==> config.mk <==
export PLATFORM = sky130hd
export DESIGN_NAME = aes_round_arbiter
export DESIGN_NICKNAME = d
export VERILOG_FILES = /design/src/rtl/aes_round_arbiter.sv
export SDC_FILE = /design/constraint.sdc
export NUM_CORES = 1
export LEC_CHECK = 0
export BUFFER_PORTS_ARGS = -buffer_cell sky130_fd_sc_hd__buf_4
export CORE_AREA = 2 2 263 265
export CTS_BUF_LIST = sky130_fd_sc_hd__clkbuf_16
export DETAILED_ROUTE_END_ITERATION = 6
export DIE_AREA = 0 0 265 267
export GPL_ROUTABILITY_DRIVEN = 0
export HOLD_SLACK_MARGIN = 0.05
export PLACE_DENSITY_LB_ADDON = 0.2
export SYNTH_ARGS = -nofsm -noshare
export SYNTH_HDL_FRONTEND = slang
export SYNTH_SLANG_ARGS = --single-unit
==> constraint.sdc <==
create_clock -name iClk -period 1.7 [get_ports iClk]
set_input_delay 0.085 -clock iClk [delete_from_list [all_inputs] [get_ports iClk]]
set_output_delay 0.085 -clock iClk [all_outputs]
set_load 0.03 [all_outputs]
==> src/rtl/aes_round_arbiter.sv <==
// Round-robin arbiter and sequencer in front of the shared multi-round AES engine.
// Optional BUSY watchdog enabled by defining AES_ARB_TIMEOUT_EN.
`timescale 1ns/1ps
module aes_round_arbiter #(
    parameter int TIMEOUT_CYCLES = 255
) (
    input  logic         iClk,
    input  logic         iRst_n,
    input  logic         iReq0_valid,
    output logic         oReq0_ready,
    input  logic         iReq0_endec,
    input  logic [3:0]   iReq0_size,
    input  logic [127:0] iReq0_data,
    input  logic         iReq1_valid,
    output logic         oReq1_ready,
    input  logic         iReq1_endec,
    input  logic [3:0]   iReq1_size,
    input  logic [127:0] iReq1_data,
    output logic         oRsp_valid,
    input  logic         iRsp_ready,
    output logic         oRsp_id,
    output logic         oRsp_error,
    output logic [127:0] oRsp_data,
    output logic         oEng_endec,
    output logic [3:0]   oEng_round,
    output logic [3:0]   oEng_size,
    output logic         oEng_data_valid,
    output logic [31:0]  oEng_data_1,
    output logic [31:0]  oEng_data_2,
    output logic [31:0]  oEng_data_3,
    output logic [31:0]  oEng_data_4,
    input  logic         iEng_data_valid,
    input  logic [31:0]  iEng_data_1,
    input  logic [31:0]  iEng_data_2,
    input  logic [31:0]  iEng_data_3,
    input  logic [31:0]  iEng_data_4,
    output logic         oEng_last_round_done
);

    // state | meaning
    // IDLE  | waiting for a request; grant offered combinationally
    // ISSUE | start strobe to the engine with the latched block
    // BUSY  | waiting for the engine result (or watchdog)
    // LAST  | last-round-done pulse to reset the engine RAM address
    // RESP  | response held until the consumer takes it
    typedef enum logic [2:0] {IDLE, ISSUE, BUSY, LAST, RESP} arbState_t;

    arbState_t     state;
    arbState_t     stateNext;
    logic          prioPtr;
    logic          grant0;
    logic          grant1;
    logic          accept;
    logic          selEndec;
    logic [3:0]    selSize;
    logic [127:0]  selData;
    logic [3:0]    selRound;
    logic          sizeOk;
    logic          tmoHit;

    if (TIMEOUT_CYCLES < 1 || TIMEOUT_CYCLES > 255) begin : gBadTimeout
        $error("TIMEOUT_CYCLES must be within 1..255");
    end

`ifdef AES_ARB_TIMEOUT_EN
    logic [7:0] tmoCnt;

    // Counts completed BUSY cycles; held at zero everywhere else.
    always_ff @(posedge iClk) begin
        if (!iRst_n) begin
            tmoCnt <= 8'd0;
        end else if (state != BUSY) begin
            tmoCnt <= 8'd0;
        end else begin
            tmoCnt <= tmoCnt + 8'd1;
        end
    end

    assign tmoHit = (tmoCnt == 8'(TIMEOUT_CYCLES - 1));
`else
    assign tmoHit = 1'b0;
`endif

    always_comb begin
        grant0   = iReq0_valid & (~iReq1_valid | ~prioPtr);
        grant1   = iReq1_valid & (~iReq0_valid |  prioPtr);
        selEndec = grant1 ? iReq1_endec : iReq0_endec;
        selSize  = grant1 ? iReq1_size  : iReq0_size;
        selData  = grant1 ? iReq1_data  : iReq0_data;
        selRound = 4'd0;
        sizeOk   = 1'b1;
        case (selSize)
            4'd4:    selRound = 4'd10;
            4'd6:    selRound = 4'd12;
            4'd8:    selRound = 4'd14;
            default: sizeOk   = 1'b0;
        endcase
    end

    assign oReq0_ready          = (state == IDLE) & grant0;
    assign oReq1_ready          = (state == IDLE) & grant1;
    assign accept               = oReq0_ready | oReq1_ready;
    assign oEng_data_valid      = (state == ISSUE);
    assign oEng_last_round_done = (state == LAST);
    assign oRsp_valid           = (state == RESP);

    always_comb begin
        stateNext = state;
        case (state)
            IDLE:    if (accept) stateNext = sizeOk ? ISSUE : RESP;
            ISSUE:   stateNext = BUSY;
            BUSY:    if (iEng_data_valid || tmoHit) stateNext = LAST;
            LAST:    stateNext = RESP;
            RESP:    if (iRsp_ready) stateNext = IDLE;
            default: stateNext = IDLE;
        endcase
    end

    always_ff @(posedge iClk) begin
        if (!iRst_n) begin
            state       <= IDLE;
            prioPtr     <= 1'b0;
            oRsp_id     <= 1'b0;
            oRsp_error  <= 1'b0;
            oRsp_data   <= '0;
            oEng_endec  <= 1'b0;
            oEng_round  <= 4'd0;
            oEng_size   <= 4'd0;
            oEng_data_1 <= '0;
            oEng_data_2 <= '0;
            oEng_data_3 <= '0;
            oEng_data_4 <= '0;
        end else begin
            state <= stateNext;
            if (accept) begin
                oRsp_id <= grant1;
                if (sizeOk) begin
                    oEng_endec  <= selEndec;
                    oEng_round  <= selRound;
                    oEng_size   <= selSize;
                    oEng_data_1 <= selData[127:96];
                    oEng_data_2 <= selData[95:64];
                    oEng_data_3 <= selData[63:32];
                    oEng_data_4 <= selData[31:0];
                end else begin
                    oRsp_error <= 1'b1;
                    oRsp_data  <= '0;
                end
            end
            // A result arriving on the watchdog's last cycle takes precedence.
            if (state == BUSY) begin
                if (iEng_data_valid) begin
                    oRsp_error <= 1'b0;
                    oRsp_data  <= {iEng_data_1, iEng_data_2, iEng_data_3, iEng_data_4};
                end else if (tmoHit) begin
                    oRsp_error <= 1'b1;
                    oRsp_data  <= '0;
                end
            end
            if (state == RESP && iRsp_ready) begin
                prioPtr <= ~oRsp_id;
            end
        end
    end

endmodule

==> results of run 1 <==
==> metrics by stage <==
step	std cells	setup slack, ns	TNS [ns]	total power, mW
4_1_cts	3178	-0.116	-18.30	19.1
3_3_place_gp	2736	-0.135	-20.31	10.7
3_5_place_dp	2736	-0.151	-23.58	10.7
2_1_floorplan	1248	0.00312	0	8.98
6_report	3191	-0.131	-18.06	19.0
5_1_grt	3190	-0.183	-31.05	19.9
==> where the power goes <==
group	total, mW	leakage (nW)	internal [mW]	switching, mW
Sequential	6.73	2.18	6.58	0.148
Combinational	5.04	8.69	2.68	2.36
Clock	7.25	0.564	4.30	2.96
Total	19.0	11.4	13.6	5.46
==> routing by layer <==
metal	global-route usage, %	wire, µm	vias to the layer above
li1	-	-	6605
met1	15.7	21700	6261
met5	0	0	-
met2	26.0	27400	495
met3	4.54	4130	106
met4	5.27	1970	0
==> worst max-delay path: cells and delay by family (launching register included) <==
kind,cells,cell delay (ns)
buf+inv,3,0.53
compound gates,3,0.76
simple gates,1,0.14
flops,1,0.32
==> sequential cells by signal, summed over array words and instances, names as in the netlist <==
name         cells
oEng_endec       1
prioPtr          1
oEng_data_3     32
oEng_data_4     32
oRsp_id          1
oEng_round       3
oRsp_error       1
oEng_size        4
oRsp_data      128
oEng_data_2     32
oEng_data_1     32
state            3
==> logic make-up after synthesis <==
logic type / Yosys count / share of synthesized area, %
buf+inv: 141 / 7.33
xor+xnor: 1 / 0.0727
mux: 129 / 10.7
other cells: 1 / 0.0311
flops: 270 / 44.8
compound gates: 416 / 24.8
simple gates: 290 / 12.2
==> area by class of cell <==
cell class,count,area [µm²]
multi-input cells,837,5880
diodes,1,2.50
well taps,882,1100
clock buffers,36,901
flip-flops and latches,270,5410
inverters,5,18.8
clock inverters,24,204
repair buffers,1136,10200
fillers,6887,44300
==> cell usage after synthesis (all sizes together) <==
| master | count | area, µm² |
|---|---|---|
| clkbuf | 86 | 343 |
| and2b | 1 | 8.76 |
| nor3b | 3 | 22.5 |
| mux2i | 129 | 1290 |
| dfxtp | 270 | 5410 |
| nand2 | 135 | 507 |
| inv | 5 | 18.8 |
| nor2b | 1 | 6.26 |
| or2b | 1 | 8.76 |
| a221oi | 3 | 32.5 |
| a31oi | 3 | 33.8 |
| dlygate4sd1 | 9 | 78.8 |
| nor3 | 4 | 25.0 |
| nand2b | 1 | 6.26 |
| a41oi | 1 | 8.76 |
| and2 | 3 | 18.8 |
| a21boi | 129 | 968 |
| conb | 1 | 3.75 |
| a221o | 1 | 11.3 |
| o21ai | 133 | 666 |
| o21a | 2 | 16.3 |
| nor2 | 7 | 26.3 |
| o31ai | 2 | 15.0 |
| a211oi | 3 | 22.5 |
| o2111ai | 1 | 15.0 |
| o2111a | 1 | 11.3 |
| a21oi | 4 | 20.0 |
| buf | 41 | 443 |
| a2111oi | 1 | 8.76 |
| or3b | 1 | 11.3 |
| a32o | 2 | 20.0 |
| xnor2 | 1 | 8.76 |
| o311ai | 1 | 8.76 |
| a22o | 128 | 1120 |
| and3 | 133 | 832 |
| o221a | 1 | 11.3 |
==> worst paths after layout <==
| path | from | endpoint | slack, ns | cells after the start |
|---|---|---|---|---|
| max reg2reg | prioPtr$_SDFFE_PN0P_ | oRsp_data[73]$_SDFF_PN0_ | -0.13 | 7 |
| max | prioPtr$_SDFFE_PN0P_ | oRsp_data[73]$_SDFF_PN0_ | -0.13 | 7 |
| min reg2reg | oEng_data_4[22]$_SDFFE_PN0P_ | oEng_data_4[22]$_SDFFE_PN0P_ | 0.46 | 2 |
| min | iReq0_size[1] | oEng_size[1]$_SDFFE_PN0P_ | 0.08 | 4 |
==> timing repair <==
action	CTS	global route
gates resized for setup	33	28
pin swaps	12	13
endpoints found under the setup margin	209	267
hold endpoints to repair	258	0
setup buffers	12	4
hold buffers	367	0
cloned	3	9
==> impl_table.tex, run 1 <==
\begin{tabular}{lr}
\hline
Metric & Value \\
\hline
\multicolumn{2}{l}{\textbf{Status}} \\
\quad Result of the run & finished, violations left \\
\quad Failing checks & setup timing \\
\multicolumn{2}{l}{\textbf{STA}} \\
\quad \# setup viols final & around 240 \\
\quad RSZ-0062 raised after global routing & true \\
\quad Headroom to the max-slew limit & between 50 and 60\% \\
\quad Actual slew at the worst max-slew pin & between 0.6 and 0.7 ns \\
\quad Final critical delay including setup and external delays & about 1.8 ns \\
\quad Number of pins with negative max-slew slack in the final report & 0 \\
\quad Max Clk Rate & approximately 550 MHz \\
\quad Final hold slack & 0.0813 ns \\
\quad Ratio of final minimum period to clock period & 108\% \\
\quad Number of hold violations in the final report & 0 \\
\quad Setup slack after layout & -0.131 ns \\
\quad Worst clock skew on the final layout & between 0.02 and 0.025 ns \\
\multicolumn{2}{l}{\textbf{Final layout}} \\
\quad Most frequent standard cell in the layout excluding fill and tap cells & sky130\_fd\_sc\_hd\_\_buf\_4 \\
\quad Post-route cell area & $\sim$24,000 µm² \\
\quad Number of nets in the layout & 2,685 \\
\quad Fraction of layout cells with a size suffix above 1 & between 30\% and 40\% \\
\quad Layout Area Growth over Synthesis & 96.4\% \\
\quad Highest-count cells in the layout ignoring fill and taps & sky130\_fd\_sc\_hd\_\_buf\_4, sky130\_fd\_sc\_hd\_\_dlygate4sd3\_1, sky130\_fd\_sc\_hd\_\_dfxtp\_1, sky130\_fd\_sc\_hd\_\_nand2\_1, sky130\_fd\_sc\_hd\_\_and3\_1 \\
\quad Utilization after layout & around a third \\
\multicolumn{2}{l}{\textbf{Yosys}} \\
\quad Unique cell type count in the Yosys netlist & 46 \\
\quad Number of standard cells after synthesis & between 1,000 and 1,500 \\
\quad Synthesized area & 12,100 µm² \\
\quad Mean post-synth cell area & between 9 and 10 µm² \\
\quad Net Count, Synth & between 1,500 and 2,000 \\
\quad Seq/Total Area, Yosys & between 40\% and 50\% \\
\quad Count of state elements after synthesis & between 200 and 300 \\
\quad Synth warn & 0 \\
\multicolumn{2}{l}{\textbf{CTS}} \\
\quad CTS H-tree depth & 2 \\
\quad Maximum clock path buffer count & 3 \\
\quad TritonCTS clock tree & yes \\
\quad CTS clk-pin slew, worst paths & roughly 0.06 ns \\
\quad Source-to-sink clock delay at the later pin of the worst-skew pair & approximately 0.54 ns \\
\quad Root Driver & sky130\_fd\_sc\_hd\_\_clkbuf\_16 \\
\quad Cts bufs inserted & 35 \\
\quad Clock Sink Count & between 200 and 300 \\
\multicolumn{2}{l}{\textbf{Worst setup path}} \\
\quad Crit path max-delay cell type & sky130\_fd\_sc\_hd\_\_a221o\_2 \\
\quad Max incr delay on CP & $\sim$0.40 ns \\
\quad Element type at the critical path end & flip-flop \\
\quad Worst Path Class, Setup & flip-flop to flip-flop \\
\quad Endpoint arrival time on the critical path & $\sim$2.3 ns \\
\quad Most frequent CP cell & sky130\_fd\_sc\_hd\_\_buf\_12 \\
\quad Worst path cell trace & nand2b\_4 -> buf\_6 -> a221o\_2 -> a31oi\_4 -> buf\_12 -> buf\_12 -> a22o\_1 \\
\quad Startpoint class of the critical path & flip-flop \\
\quad Crit path max fanout & 21 \\
\quad Data required time at the worst endpoint & 2.17 ns \\
\multicolumn{2}{l}{\textbf{GRT}} \\
\quad Wire length of the first global-routing pass & 79.4 mm \\
\quad Number of global-route vias before repair & $\sim$13,000 \\
\quad Residual overflow from global routing & 0 \\
\quad Maximum number of pins on one net before global-route repair & 151 \\
\quad Global Route Usage Sum & 14.4\% \\
\quad Number of antenna violations at the first check in global routing & 0 \\
\multicolumn{2}{l}{\textbf{Power and ir drop}} \\
\quad Power per unit of standard cell area & between 800 and 900 nW/µm² \\
\quad Total leakage power & around 11 nW \\
\quad Maximum resistive drop on vdd & 0.517 mV \\
\multicolumn{2}{l}{\textbf{Die}} \\
\quad Core footprint & around 70,000 µm² \\
\quad Initial cell density of the core & between 15 and 20\% \\
\quad Number of rows in the core area & 96 \\
\quad Ports placed on the boundary & 672 \\
\quad Overall die area & 70,800 µm² \\
\quad Vert. Die Dim & approximately 270 µm \\
\quad Die outline width & approximately 270 µm \\
\multicolumn{2}{l}{\textbf{Route}} \\
\quad Final wirelength & about 55 mm \\
\quad Residual antenna-violating net count after detailed routing & 0 \\
\quad Number of iterations in the first detailed-routing pass & 6 \\
\quad Drt wl/cell & 17.3 µm \\
\quad Detailed-route vias per instance & 4.22 \\
\quad Vias & between 10,000 and 15,000 \\
\quad Violation count after the first detailed-route iteration & $\sim$470 \\
\quad Detailed-route DRC error count & 0 \\
\multicolumn{2}{l}{\textbf{Place}} \\
\quad Quantity of I/O buffers inserted on ports & 670 \\
\quad Cell area after placement & around 18,000 µm² \\
\quad Detail Placement HPWL & around 39 mm \\
\multicolumn{2}{l}{\textbf{Job}} \\
\quad Max capacitance violation total & 0 \\
\multicolumn{2}{l}{\textbf{Worst hold path}} \\
\quad Hold crit path type & input pin to flip-flop \\
\hline
\end{tabular}
Note: power is estimated with default switching activity, not from simulation.
==> run 2, diff against run 1 <==
Settings changed: CORE_AREA 2 2 263 265 to 2 2 259 261, DIE_AREA 0 0 265 267 to 0 0 261 263.
Clock period 1.7 ns to 2.1 ns, I/O delays scaled along.
==> impl_table.tex, run 2 (synthesis results as in run 1) <==
\begin{tabular}{lr}
\hline
Metric & Value \\
\hline
\multicolumn{2}{l}{\textbf{Die}} \\
\quad Initial cell density of the core & 18.4\% \\
\quad Ports placed on the boundary & approximately 670 \\
\quad Core footprint & 65,600 µm² \\
\quad Die outline width & 261 µm \\
\quad Overall die area & just under 70,000 µm² \\
\quad Number of rows in the core area & 94 \\
\quad Vert. Die Dim & about 260 µm \\
\multicolumn{2}{l}{\textbf{Worst setup path}} \\
\quad Worst Path Class, Setup & input pin to flip-flop \\
\quad Worst path cell trace & dlygate4sd3\_1 -> buf\_4 -> or3b\_4 -> a221oi\_2 -> o21ai\_4 -> buf\_12 -> and3\_1 \\
\quad Max incr delay on CP & around 0.55 ns \\
\quad Startpoint class of the critical path & input pin \\
\quad Element type at the critical path end & flip-flop \\
\quad Data required time at the worst endpoint & around 2.5 ns \\
\quad Endpoint arrival time on the critical path & about 2.4 ns \\
\quad Crit path max fanout & 73 \\
\quad Crit path max-delay cell type & sky130\_fd\_sc\_hd\_\_dlygate4sd3\_1 \\
\multicolumn{2}{l}{\textbf{GRT}} \\
\quad Number of antenna violations at the first check in global routing & 2 \\
\quad Number of global-route vias before repair & 13,600 \\
\quad Wire length of the first global-routing pass & between 70 and 80 mm \\
\quad Maximum number of pins on one net before global-route repair & 140 \\
\quad Residual overflow from global routing & 0 \\
\quad Global Route Usage Sum & about 15\% \\
\multicolumn{2}{l}{\textbf{Final layout}} \\
\quad Most frequent standard cell in the layout excluding fill and tap cells & sky130\_fd\_sc\_hd\_\_buf\_4 \\
\quad Area taken by flip-flops and latches & roughly 5400 µm² \\
\quad Utilization after layout & around a third \\
\quad Count of non-filler cells in the finished layout & 3,090 \\
\quad Max reg flops & approximately 130 \\
\quad Area used by multi-input combinational logic & about 5800 µm² \\
\quad Layout fillers & approximately 6,700 \\
\quad Fraction of layout cells with a size suffix above 1 & between 30\% and 40\% \\
\quad Highest-count cells in the layout ignoring fill and taps & sky130\_fd\_sc\_hd\_\_buf\_4, sky130\_fd\_sc\_hd\_\_dlygate4sd3\_1, sky130\_fd\_sc\_hd\_\_dfxtp\_1, sky130\_fd\_sc\_hd\_\_nand2\_1, sky130\_fd\_sc\_hd\_\_and3\_1 \\
\quad Register with the highest flop count & oRsp\_data \\
\quad Layout Area Growth over Synthesis & 85.4\% \\
\quad Number of nets in the layout & about 2,600 \\
\multicolumn{2}{l}{\textbf{STA}} \\
\quad Setup slack after layout & approximately 0.086 ns \\
\quad Worst clock skew on the final layout & approximately 0.015 ns \\
\quad Ratio of final minimum period to clock period & between 90 and 100\% \\
\quad RSZ-0062 raised after global routing & false \\
\quad Max Clk Rate & between 400 and 500 MHz \\
\quad Number of pins with negative max-slew slack in the final report & 0 \\
\quad Final hold slack & just under 0.08 ns \\
\quad Setup TNS & 0 ns \\
\quad Headroom to the max-slew limit & approximately half \\
\quad Number of hold violations in the final report & 0 \\
\quad \# setup viols final & 0 \\
\quad Actual slew at the worst max-slew pin & 0.724 ns \\
\quad Final critical delay including setup and external delays & 2.01 ns \\
\multicolumn{2}{l}{\textbf{Place}} \\
\quad Number of instances in the placed design & about 2,700 \\
\quad Quantity of I/O buffers inserted on ports & 670 \\
\quad Post-placement worst setup slack & slightly above 0.1 ns \\
\quad Detail Placement HPWL & 38.2 mm \\
\multicolumn{2}{l}{\textbf{Power and ir drop}} \\
\quad Maximum resistive drop on vdd & 0.409 mV \\
\quad Total leakage power & 10.8 nW \\
\quad Power per unit of standard cell area & about 650 nW/µm² \\
\multicolumn{2}{l}{\textbf{CTS}} \\
\quad Root Driver & sky130\_fd\_sc\_hd\_\_clkbuf\_16 \\
\quad Clock Sink Count & 270 \\
\quad CTS clk-pin slew, worst paths & 0.06 ns \\
\quad TritonCTS clock tree & yes \\
\quad Cts bufs inserted & 35 \\
\quad Source-to-sink clock delay at the later pin of the worst-skew pair & roughly 0.53 ns \\
\quad Maximum clock path buffer count & 3 \\
\quad CTS H-tree depth & 2 \\
\multicolumn{2}{l}{\textbf{Route}} \\
\quad Detailed-route DRC error count & 0 \\
\quad Detailed-route vias per instance & 4.29 \\
\quad Violation count after the first detailed-route iteration & between 500 and 600 \\
\quad Drt wl/cell & roughly 18 µm \\
\quad Number of iterations in the first detailed-routing pass & 5 \\
\quad Vias & about 13,000 \\
\quad Residual antenna-violating net count after detailed routing & 0 \\
\quad Final wirelength & approximately 55 mm \\
\multicolumn{2}{l}{\textbf{Worst hold path}} \\
\quad Hold crit path type & input pin to flip-flop \\
\multicolumn{2}{l}{\textbf{Job}} \\
\quad Max capacitance violation total & 0 \\
\multicolumn{2}{l}{\textbf{Status}} \\
\quad Result of the run & complete, no violations \\
\hline
\end{tabular}
run 2: cell count changes in the layout (fill, tap and decap cells not counted), moves of 7 or more:
cell,previous run,this run
sky130_fd_sc_hd__buf_4,707,679
sky130_fd_sc_hd__dlygate4sd3_1,367,353
sky130_fd_sc_hd__buf_6,15,3
sky130_fd_sc_hd__buf_12,25,14
sky130_fd_sc_hd__clkbuf_16,45,37
sky130_fd_sc_hd__buf_8,7,0
sky130_fd_sc_hd__clkinv_1,5,12
run 2: routing by layer:
metal	up-vias	part of all wire, %	track usage, %
met5	-	0	0
met4	0	3.5	5.76
met3	90	8.0	4.25
met2	511	50	27.0
met1	6237	39	16.2
li1	6430	-	-
run 2: layout make-up:
cell class	count	area share, %
timing repair buffer	1052	40.4
multi-input combinational	837	25.9
sequential	270	24.2
tap	864	4.84
clock buffer	36	4.03
clock inverter	25	0.515
inverter	5	0.0840
antenna	1	0.0112
run 2: what timing repair did:
item | in CTS | in global routing
setup buffers | 0 | 1
gates resized for setup | 1 | 2
hold buffers | 353 | 0
setup endpoints to repair | 1 | 14
hold endpoints to repair | 260 | 0
cloned | 1 | 1
run 2: worst paths after layout:
path / startpoint / end / slack [ns] / depth (start not counted)
worst max-delay path: iReq0_size[1] / oEng_size[0]$_SDFFE_PN0P_ / 0.09 / 7
worst min-delay path: iReq0_data[85] / oEng_data_2[21]$_SDFFE_PN0P_ / 0.08 / 4
worst max register to register: prioPtr$_SDFFE_PN0P_ / oEng_data_4[25]$_SDFFE_PN0P_ / 0.18 / 6
worst min register to register: oEng_data_4[29]$_SDFFE_PN0P_ / oEng_data_4[29]$_SDFFE_PN0P_ / 0.46 / 2
run 2: report_power, final:
part           internal (mW)  switching (mW)
sequential              5.33           0.128
combinational           1.76            1.77
clock                   3.09            2.36
total                   10.2            4.26
run 2: worst max-delay path, delay by kind of cell:
family,cells,cell delay (ns)
buffers and inverters,3,0.92
AND/OR/NAND/NOR,2,0.71
AO/OA/AOI/OAI,2,0.55
run 2: per-stage QoR:
step	area, µm²	power [mW]
floorplan	12100	7.26
global placement	17700	8.45
detailed placement	17700	8.47
CTS	22300	14.7
global route	22400	15.2
finish	22400	14.4
